### config.mk
export PLATFORM = sky130hd
export DESIGN_NAME = pc_gen
export DESIGN_NICKNAME = d
export VERILOG_FILES = /design/src/rtl/pc_gen.sv
export SDC_FILE = /design/constraint.sdc
export NUM_CORES = 1
export LEC_CHECK = 0
export CAP_MARGIN = 20
export CORE_UTILIZATION = 42
export CTS_CLUSTER_SIZE = 12
export DETAILED_ROUTE_END_ITERATION = 8
export PLACE_DENSITY = 0.77
export SLEW_MARGIN = 20
export SYNTH_ARGS = -nofsm -noshare
export SYNTH_HDL_FRONTEND = slang
export SYNTH_SLANG_ARGS = --single-unit
### constraint.sdc
create_clock -name clk -period 5.9 [get_ports clk]
set_clock_uncertainty 0.2 [all_clocks]
set_input_delay 1.18 -clock clk [delete_from_list [all_inputs] [get_ports clk]]
set_output_delay 1.18 -clock clk [all_outputs]
set_load 0.1 [all_outputs]
### src/rtl/pc_gen.sv
// pc_gen: fetch-group PC generator with redirect priority and stall-held redirects; PC_GEN_ALIGN_CHECK_EN adds addr_err.
module pc_gen #(
    parameter logic [31:0] PC_INITIAL  = 32'hbfc00000,
    parameter int          FETCH_WIDTH = 1
) (
    input  logic                           clk,
    input  logic                           rst,
    input  logic                           enable,
    input  logic                           debug_reset,
    input  logic                           is_debug,
    input  logic [31:0]                    debug_new_pc,
    input  logic                           is_exception,
    input  logic [31:0]                    exception_new_pc,
    input  logic                           is_branch,
    input  logic [31:0]                    branch_address,
    output logic [31:0]                    pc_reg,
    output logic [$clog2(FETCH_WIDTH):0]   fetch_slots,
    output logic                           redirect_pending,
    output logic                           addr_err
);
    localparam int          SB  = $clog2(FETCH_WIDTH);
    localparam logic [31:0] GRP = 32'(4 * FETCH_WIDTH);
    logic [31:0] r_pc;
    logic [1:0]  r_pend_cls;
    logic [31:0] r_pend_tgt;
    logic [1:0]  w_new_cls;
    logic [31:0] w_new_tgt;
    logic        w_take;
    logic [31:0] w_seq_pc;
    logic [31:0] w_next_pc;
    logic [SB:0] w_off;
    always_comb begin
        w_new_cls = is_debug ? 2'd3 : is_exception ? 2'd2 : is_branch ? 2'd1 : 2'd0;
        w_new_tgt = is_debug ? debug_new_pc : is_exception ? exception_new_pc : branch_address;
        w_take    = (w_new_cls != 2'd0) && (w_new_cls >= r_pend_cls);
        w_seq_pc  = (r_pc & ~(GRP - 32'd1)) + GRP;
        w_next_pc = w_take ? w_new_tgt : (r_pend_cls != 2'd0) ? r_pend_tgt : w_seq_pc;
        w_off     = (SB+1)'((r_pc >> 2) & 32'(FETCH_WIDTH - 1));
    end
    always_ff @(posedge clk) begin
        if (rst || debug_reset) begin
            r_pc       <= PC_INITIAL;
            r_pend_cls <= 2'd0;
        end else if (enable) begin
            r_pc       <= w_next_pc;
            r_pend_cls <= 2'd0;
        end else if (w_take) begin
            r_pend_cls <= w_new_cls;
            r_pend_tgt <= w_new_tgt;
        end
    end
`ifdef PC_GEN_ALIGN_CHECK_EN
    logic r_addr_err;
    always_ff @(posedge clk) begin
        if (rst || debug_reset) r_addr_err <= 1'b0;
        else if (enable) r_addr_err <= |w_next_pc[1:0];
    end
    assign addr_err = r_addr_err;
`else
    assign addr_err = 1'b0;
`endif
    assign pc_reg           = r_pc;
    assign fetch_slots      = (SB+1)'(FETCH_WIDTH) - w_off;
    assign redirect_pending = r_pend_cls != 2'd0;
endmodule
==> results of run 1 <==
cells by family (layout without fill, tap and decap cells):
family | Yosys count | after routing | synth area share
xor+xnor | 18 | 18 | 0.0379
fa+ha+maj | 3 | 3 | 0.00902
flops | 66 | 66 | 0.395
buf+inv | 48 | 172 | 0.0490
compound gates | 134 | 134 | 0.211
mux | 36 | 36 | 0.0872
simple gates | 175 | 175 | 0.209
other cells | 2 | 2 | 0.00181
routing by layer:
layer	wire (um)	GRT usage	vias to the layer above
li1	-	-	2029
met2	5860	0.403	265
met3	1260	0.0442	21
met4	194	0.0870	0
met1	5060	0.316	1956
met5	0	0	-
final cells by class:
| class | count | area, um^2 |
|---|---|---|
| clock buffers | 11 | 151 |
| clock inverters | 5 | 28.8 |
| fillers | 817 | 3660 |
| inverters | 12 | 45.0 |
| multi-input cells | 368 | 2320 |
| flip-flops and latches | 66 | 1640 |
| well taps | 129 | 161 |
| repair buffers | 144 | 1410 |
cells in the final DEF (no fill, tap or decap), drive strengths merged, types with 4 or more instances in the layout:
| cell type | instances |
|---|---|
| o32ai | 5 |
| nor3 | 12 |
| a211o | 6 |
| a21oi | 21 |
| and3 | 5 |
| nor2 | 39 |
| nand2 | 64 |
| clkinv | 4 |
| or3 | 8 |
| a221oi | 4 |
| nor4 | 7 |
| clkbuf | 11 |
| clkdlybuf4s50 | 133 |
| xor2 | 11 |
| inv | 11 |
| o21ai | 49 |
| o211ai | 11 |
| mux2i | 34 |
| nand4 | 13 |
| edfxtp | 32 |
| a31oi | 12 |
| nand3 | 14 |
| buf | 11 |
| xnor2 | 7 |
| dfxtp | 34 |
report_power, final:
| part | switching [W] | internal [W] | leakage (nW) |
|---|---|---|---|
| registers | 0.0000191 | 0.000501 | 0.571 |
| clock network | 0.000177 | 0.000172 | 0.0888 |
| logic | 0.000195 | 0.000130 | 1.43 |
| total | 0.000392 | 0.000803 | 2.09 |
worst max-delay path by stage:
stage / from / end / slack [ns] / cells past startpoint
2_1_floorplan: is_exception / r_pend_tgt[0] / 0.24 / 11
3_3_place_gp: is_branch / r_pend_tgt[29] / 1.71 / 8
3_5_place_dp: is_branch / r_pend_tgt[28] / 1.60 / 8
4_1_cts: r_pend_cls[0] / redirect_pending / 1.54 / 4
5_1_grt: r_pend_cls[0] / redirect_pending / 1.43 / 4
6_report: r_pend_cls[0] / redirect_pending / 1.50 / 4
through the flow:
step / power (W) / instance area (um^2) / cells / setup WS [ns]
after detailed placement: 0.000853 / 5580 / 719 / 1.60
after CTS: 0.00119 / 5760 / 735 / 1.54
after global routing: 0.00124 / 5760 / 735 / 1.43
after global placement: 0.000847 / 5580 / 719 / 1.71
after floorplan: 0.000728 / 4160 / 482 / 0.239
final: 0.00119 / 5760 / 735 / 1.50
critical path, cell delays in order (launching register included):
cell and delay [ns]:
dfxtp_1 0.37, nor2_2 0.06, buf_4 0.23, inv_1 0.72, clkdlybuf4s50_1 1.29
==> summary.md, run 1 <==
| Metric | Value |
|---|---|
| Max Buffers Root-to-Sink | 2 |
| Yosys warnings | 0 |
| All-Layer GR Usage | 0.242 |
| Root Buffer | clkbuf_8 |
| First-pass GRT wire length | 19,300 um |
| Most common library cells after synthesis | nand2_1 (64), o21ai_0 (49), nor2_1 (39) |
| Drt total wl | 12,400 um |
| Initial DRT Pass Iterations | 5 |
| Post-layout min period | 4.40 ns |
| HP Class | reg -> reg |
| Dpl hpwl | 8740 um |
| # rows | 35 |
| R2R Path Start | r_pend_cls[0] |
| Initial antenna violation count | 0 |
| Critical path arrival | 3.02 ns |
| Outcome | finished clean |
| Crit-path max FO | 30 |
| RSZ-0062 raised after global routing | false |
| Vias/cell | 5.81 |
| Post-CTS sizing | 0 |
| R2R cell count | 6 |
| Clock transition at path regs | 0.07 ns |
| Synth cell types | 57 |
| Total CTS buffers | 9 |
| PortBufs | 135 |
| Crit Reg-Reg Endpoint | r_pend_tgt[4] |
| Htree depth | 3 |
| Detailed-route via count | 4,271 |
| 1st-iter DRT viols | 350 |
| Final Hold Fails | 0 |
| Final setup vio count | 0 |
| Final ANT Viol Nets | 0 |
| Die height | 102 um |
| CTS Hold Buffers Added | 0 |
| Power per standard cell area | 207 nW/um^2 |
| Reg2reg setup slack | 3.06 ns |
| Mapped Area | 4160 um^2 |
| Final Core Density | 0.612 |
| Asr flop ratio synth | 0 |
| Grt ovf | 0 |
| Yosys reg bits | 66 |
| Period utilisation layout | 0.746 |
| Startpoint Class | register |
| Actual slew at the worst max-slew pin | 1.05 ns |
| Yosys top cell area share | 0.231 |
| RePlAce Congestion | 0.849 |
| Initial Util | 0.442 |
| Main synth FF type | dfxtp_1 |
| Layout cells sized above 1 | 0.0726 |
| Largest net degree at the start of global routing | 50 |
| Syn nets | 588 |
| Drc violations | 0 |
| Core ar. | 9420 um^2 |
| Largest area contributor in the netlist | edfxtp_1 |
| N_diodes | 0 |
| EDFF count, synth | 32 |
| Clock sink count | 66 |
| CTS tree | done |
| Die area | 10,300 um^2 |
| Gate Count Post-Synth | 482 |
| Max-cap violations | 0 |
| Hold Path Origin | pc_reg[0] |
| Final hold slack | 0.307 ns |
| Final nets | 707 |
| Syn Area/Cell | 8.63 um^2 |
| Max_slew headroom | 0.296 |
| Crit. End Element | output pin |
| Clk_lat worst skew | 0.35 ns |
| Fin. max-slew vios | 0 |
| Static Leak | 2.09 nW |
| Worst Path Class, Setup | reg -> out |
| Area growth, synth to finish | 38.4% |
| WHS Path Cells | 2 |
| Top-count cell post-synth | nand2_1 |
| TNS Setup | 0 ns |
| Worst VDD drop | 0.103 mV |
| Vias in the first global route | 3,972 |
| Wire length per cell | 16.8 um |
| Max Freq | 0.227 GHz |
| Synth area leaders | edfxtp_1 (23%), dfxtp_1 (16%), mux2i_1 (8.2%) |
| Postcts setup bufs | 0 |
| DIE WIDTH | 102 um |
| Io pins | 138 |
| Min-Delay Endpoint | pc_reg[0] |
| Critical Path RT | 4.52 ns |
| Register area share after synthesis | 0.395 |
Power figures use the tool's default switching activity.
==> run 2, diff against run 1 <==
==> constraint.sdc (replaced) <==
create_clock -name clk -period 3.7 [get_ports clk]
set_clock_uncertainty 0.2 [all_clocks]
set_input_delay 0.74 -clock clk [delete_from_list [all_inputs] [get_ports clk]]
set_output_delay 0.74 -clock clk [all_outputs]
set_load 0.1 [all_outputs]
==> summary.md, run 2 (synthesis results as in run 1) <==
| Metric | Value |
|---|---|
| Final ANT Viol Nets | 0 (unchanged) |
| Htree depth | 3 (unchanged) |
| Vias in the first global route | 4,134 (+4.1%) |
| Power per standard cell area | 338 nW/um^2 (+63%) |
| Largest net degree at the start of global routing | 42 (-16%) |
| Max Buffers Root-to-Sink | 2 (unchanged) |
| Detailed-route via count | 4,262 (-0.21%) |
| Min-Delay Endpoint | pc_reg[1] |
| Max Freq | 0.328 GHz |
| PortBufs | 135 (unchanged) |
| Clk_lat worst skew | 0.34 ns (about the same) |
| Clock sink count | 66 (unchanged) |
| Die area | 10,300 um^2 (unchanged) |
| Period utilisation layout | 0.825 |
| Max-cap violations | 0 (unchanged) |
| Drt total wl | 12,300 um (-0.56%) |
| CP max stage delay | 0.56 ns (-0.73 ns) |
| Clock transition at path regs | 0.07 ns (about the same) |
| WP buf/inv | 2 (-1) |
| Final Hold Fails | 0 (unchanged) |
| Postcts setup bufs | 0 (unchanged) |
| DIE WIDTH | 102 um (unchanged) |
| Setup ws final | 0.649 ns (-0.850 ns) |
| Die height | 102 um (unchanged) |
| Wire length per cell | 16.6 um (-1.4%) |
| RePlAce Congestion | 0.955 (+12%) |
| Core ar. | 9420 um^2 (unchanged) |
| Post-CTS sizing | 0 (unchanged) |
| Most common cell after layout, fill and taps aside | clkdlybuf4s50_1 |
| # rows | 35 (unchanged) |
| Area growth, synth to finish | 38.7% |
| Fin. max-slew vios | 0 (unchanged) |
| Post-layout min period | 3.05 ns |
| CTS Hold Buffers Added | 0 (unchanged) |
| Dpl hpwl | 8980 um (+2.8%) |
| CP max stage cell | clkdlybuf4s50_1 |
| Crit-path max FO | 15 (-50%) |
| Max_slew headroom | 0.355 (+0.0591) |
| Commonest cells after routing, fill and taps aside | clkdlybuf4s50_1 (102), nand2_1 (64), o21ai_0 (49) |
| TNS Setup | 0 ns (unchanged) |
| Worst VDD drop | 0.153 mV (+49%) |
| Critical-path cell list | clkdlybuf4s50_1, a21oi_1, ha_1, nand2b_1, a21oi_1, nor2_1, buf_4, nand2_1, a311oi_1 |
| Crit Reg-Reg Endpoint | pc_reg[19] |
| Initial DRT Pass Iterations | 5 (unchanged) |
| Most used cell, CP | a21oi_1 |
| Root Buffer | clkbuf_8 |
| Hold Path Origin | pc_reg[1] |
| Actual slew at the worst max-slew pin | 0.965 ns (-0.0877 ns) |
| First-pass GRT wire length | 19,600 um (+1.6%) |
| Critical Path RT | 3.75 ns (-0.77 ns) |
| Critical path arrival | 3.10 ns (+0.08 ns) |
| HP Class | reg -> reg |
| Initial Util | 0.442 (unchanged) |
| N_diodes | 0 (unchanged) |
| Startpoint Class | input pin |
| Pre-CTS WS | 0.365 ns (-1.24 ns) |
| Cell family with most CP delay | buffers and inverters |
| Crit. End Element | register |
| Final nets | 714 (+0.99%) |
| R2R Path Start | pc_reg[6] |
| Fillers | 830 (+1.6%) |
| CTS tree | done |
| Area of the multi-input gates | 2330 um^2 (+0.27%) |
| Drc violations | 0 (unchanged) |
| Io pins | 138 (unchanged) |
| RSZ-0062 raised after global routing | false |
| Register area | 1640 um^2 (unchanged) |
| Initial antenna violation count | 0 (unchanged) |
| WHS Path Cells | 2 (unchanged) |
| Vias/cell | 5.75 (-1.0%) |
| Outcome | finished clean |
| Final setup vio count | 0 (unchanged) |
| Reg2reg setup slack | 1.23 ns (-1.83 ns) |
| Total CTS buffers | 9 (unchanged) |
| Grt ovf | 0 (unchanged) |
| R2R cell count | 5 (-1) |
| 1st-iter DRT viols | 218 (-38%) |
| All-Layer GR Usage | 0.245 (+0.00285) |
| Worst Path Class, Setup | in -> reg |
| Layout cells sized above 1 | 0.131 (+0.0581) |
| Static Leak | 2.18 nW (+4.4%) |
[run 2: worst max-delay path by stage]
stage | cells past startpoint | end | startpoint
floorplan | 11 | r_pend_tgt[0] | is_exception
detailed placement | 9 | pc_reg[0] | is_branch
finish | 9 | pc_reg[0] | is_branch
CTS | 9 | pc_reg[0] | is_branch
global placement | 9 | pc_reg[1] | is_branch
global route | 9 | pc_reg[0] | is_branch
[run 2: metrics by stage]
step	area [um^2]	total power (W)	instances	hold WS [ns]	utilization
CTS	5770	0.00195	741	0.319	0.613
global route	5770	0.00202	741	0.356	0.613
global placement	5590	0.00135	726	0.295	0.593
detailed placement	5590	0.00136	726	0.313	0.593
finish	5770	0.00195	741	0.318	0.613
floorplan	4180	0.00116	482	0.303	-
[run 2: cell type report]
| type | instances | area share |
|---|---|---|
| sequential | 66 | 0.284 |
| tap | 129 | 0.0280 |
| multi-input combinational | 368 | 0.404 |
| inverter | 12 | 0.00781 |
| clock buffer | 12 | 0.0252 |
| timing repair buffer | 151 | 0.244 |
| clock inverter | 3 | 0.00694 |
[run 2: tightest hold or removal path: stages, from the launching register on]
cell and delay (ns):
dfxtp_1 0.32, nor2_1 0.09, a311oi_1 0.05
[run 2: layer usage]
layer | global-route usage | routed length [um]
met2 | 0.417 | 5910
met5 | 0 | 0
met1 | 0.304 | 4970
met3 | 0.0442 | 1170
met4 | 0.108 | 252
[run 2: report_power, final]
part           leakage, nW  internal (W)  switching (W)
Sequential           0.571      0.000799      0.0000307
Clock               0.0962      0.000324       0.000272
Combinational         1.52      0.000211       0.000312
Total                 2.18       0.00133       0.000614
==> run 3, diff against run 2 <==
==> constraint.sdc (replaced) <==
create_clock -name clk -period 2.8 [get_ports clk]
set_clock_uncertainty 0.2 [all_clocks]
set_input_delay 0.56 -clock clk [delete_from_list [all_inputs] [get_ports clk]]
set_output_delay 0.56 -clock clk [all_outputs]
set_load 0.1 [all_outputs]
==> summary.md, run 3 (synthesis results as in run 1) <==
| Metric | Value |
|---|---|
| Switch share | 0.306 (-0.00971) |
| RePlAce Congestion | 0.866 (-9.3%) |
| Grt ovf | 0 (unchanged) |
| Crit-path max FO | 23 (+8) |
| Combinational share of power | 0.272 (+0.003) |
| Io pins | 138 (unchanged) |
| Final setup vio count | 0 (unchanged) |
| WP depth | 9 (unchanged) |
| Met2 Use GR | 0.433 (+0.0166) |
| First-pass GRT wire length | 20,100 um (+2.5%) |
| Cell family with most CP delay | compound AO/OA/AOI/OAI gates |
| Clock transition at path regs | 0.07 ns (about the same) |
| Internal power | 0.00186 W (+40%) |
| Critical Path RT | 2.80 ns (-0.95 ns) |
| Max_slew headroom | 0.547 (+0.192) |
| Power per standard cell area | 451 nW/um^2 (+33%) |
| Vias in the first global route | 4,146 (+0.29%) |
| Final ANT Viol Nets | 0 (unchanged) |
| Initial Util | 0.442 (unchanged) |
| WHS Path Cells | 2 (unchanged) |
| DIE WIDTH | 102 um (unchanged) |
| Detailed-route via count | 4,298 (+0.84%) |
| Critical-path cell list | clkdlybuf4s50_1, a21oi_2, ha_1, nand2b_4, a21oi_1, nor2_1, buf_12, a221oi_1, o32ai_1 |
| Final nets | 731 (+2.4%) |
| Drt total wl | 12,900 um (+4.5%) |
| CTS Hold Buffers Added | 0 (unchanged) |
| Post-layout min period | 2.56 ns |
| Clock power share | 0.320 (+0.014) |
| Htree depth | 3 (unchanged) |
| CP max stage delay | 0.49 ns (-0.07 ns) |
| Worst Path Class, Setup | in -> reg |
| Clk_lat worst skew | 0.34 ns (about the same) |
| HP Class | reg -> reg |
| Psw | 0.000820 W (+33%) |
| Static Leak | 2.29 nW (+4.8%) |
| Most common cell after layout, fill and taps aside | clkdlybuf4s50_1 |
| Placed instance count | 743 (+2.3%) |
| Layout cells sized above 1 | 0.178 (+0.0471) |
| Most Used Layer, Global Route | met2 |
| Period utilisation layout | 0.914 |
| Worst VDD drop | 0.273 mV (+79%) |
| Max-cap violations | 0 (unchanged) |
| Max Freq | 0.391 GHz |
| Area growth, synth to finish | 43.0% |
| Initial DRT Pass Iterations | 4 (-1) |
| Commonest cells after routing, fill and taps aside | clkdlybuf4s50_1 (100), nand2_1 (63), buf_4 (63) |
| Startpoint Class | input pin |
| Met3 usage | 0.0490 (+0.00483) |
| Finished Layout Cells | 759 (+2.4%) |
| Root Buffer | clkbuf_8 |
| Vias/cell | 5.66 (-1.5%) |
| Wire length per cell | 17.0 um (+2.0%) |
| Critical path arrival | 2.56 ns (-0.54 ns) |
| Crit. End Element | register |
| CP max stage cell | clkdlybuf4s50_1 |
| Dpl hpwl | 9490 um (+5.7%) |
| Post-CTS sizing | 0 (unchanged) |
| Die area | 10,300 um^2 (unchanged) |
| 1st-iter DRT viols | 265 (+22%) |
| Met1 Track Usage GR | 0.321 (+0.0172) |
| Final Hold Fails | 0 (unchanged) |
| Final Cell Area | 5950 um^2 (+3.1%) |
| Die height | 102 um (unchanged) |
| Max Buffers Root-to-Sink | 2 (unchanged) |
| All-Layer GR Usage | 0.252 (+0.00648) |
| Initial antenna violation count | 0 (unchanged) |
| Outcome | finished clean |
| N_diodes | 0 (unchanged) |
| Sequential Power Share | 0.408 (-0.018) |
| CTS tree | done |
| Total CTS buffers | 9 (unchanged) |
| PortBufs | 135 (unchanged) |
| Core ar. | 9420 um^2 (unchanged) |
| R2R cell count | 6 (+1) |
| Clock sink count | 66 (unchanged) |
| Actual slew at the worst max-slew pin | 0.674 ns (-0.290 ns) |
| Largest net degree at the start of global routing | 40 (-4.8%) |
| RSZ-0062 raised after global routing | false |
| # rows | 35 (unchanged) |
| Drc violations | 0 (unchanged) |
| Postcts setup bufs | 0 (unchanged) |
| DP Area | 5750 um^2 (+2.9%) |
| Fin. max-slew vios | 0 (unchanged) |
| WP buf/inv | 2 (unchanged) |
[run 3: changes by cell type in the layout (fill, tap and decap cells not counted), sizes merged]
| cell | change |
|---|---|
| buf | +19 |
| bufinv | +1 |
| clkbuf | +1 |
| clkdlybuf4s50 | -2 |
| clkinv | -1 |
[run 3: area by class of cell]
class	instances	area, um^2
Clock inverter	3	65.1
Sequential cell	66	1650
Clock buffer	13	139
Inverter	12	45.0
Multi-Input combinational cell	368	2340
Tap cell	129	161
Fill cell	821	3460
Timing Repair Buffer	168	1540
[run 3: per-stage QoR]
stage	utilization	worst slack (ns)	TNS [ns]	hold slack [ns]	total power, W
2_1_floorplan	-	-0.469	-15.06	0.303	0.00155
3_3_place_gp	0.610	-0.0554	-0.205	0.296	0.00182
3_5_place_dp	0.610	-0.0923	-0.537	0.312	0.00184
4_1_cts	0.632	0.251	0	0.322	0.00269
5_1_grt	0.632	0.125	0	0.344	0.00278
6_report	0.632	0.241	0	0.315	0.00268
[run 3: worst paths after layout]
check	startpoint	endpoint	slack, ns
setup / recovery	is_branch	pc_reg[12]	0.24
hold / removal	pc_reg[0]	pc_reg[0]	0.31
setup reg to reg	pc_reg[2]	pc_reg[20]	0.38
hold reg to reg	pc_reg[0]	pc_reg[0]	0.31
[run 3: layer usage]
metal,up-vias,part of all wire
met2,185,0.50
li1,2080,-
met1,2016,0.42
met3,17,0.072
met5,-,0
met4,0,0.015
[run 3: worst register-to-register path: cells and delay by family (launching register included)]
kind,cells,cell delay [ns]
DFF,1,0.41
AOI/OAI and AO/OA,2,0.49
adders and majority gates,1,0.24
and+or+nand+nor,3,1.01
[run 3: power groups by stage]
stage | sequential [W] | clock (W) | combinational [W]
after floorplan | 0.00126 | 0 | 0.000296
after global placement | 0.00111 | 0 | 0.000711
after detailed placement | 0.00112 | 0 | 0.000726
after CTS | 0.00109 | 0.000864 | 0.000728
after global routing | 0.00110 | 0.000904 | 0.000780
final | 0.00109 | 0.000858 | 0.000730
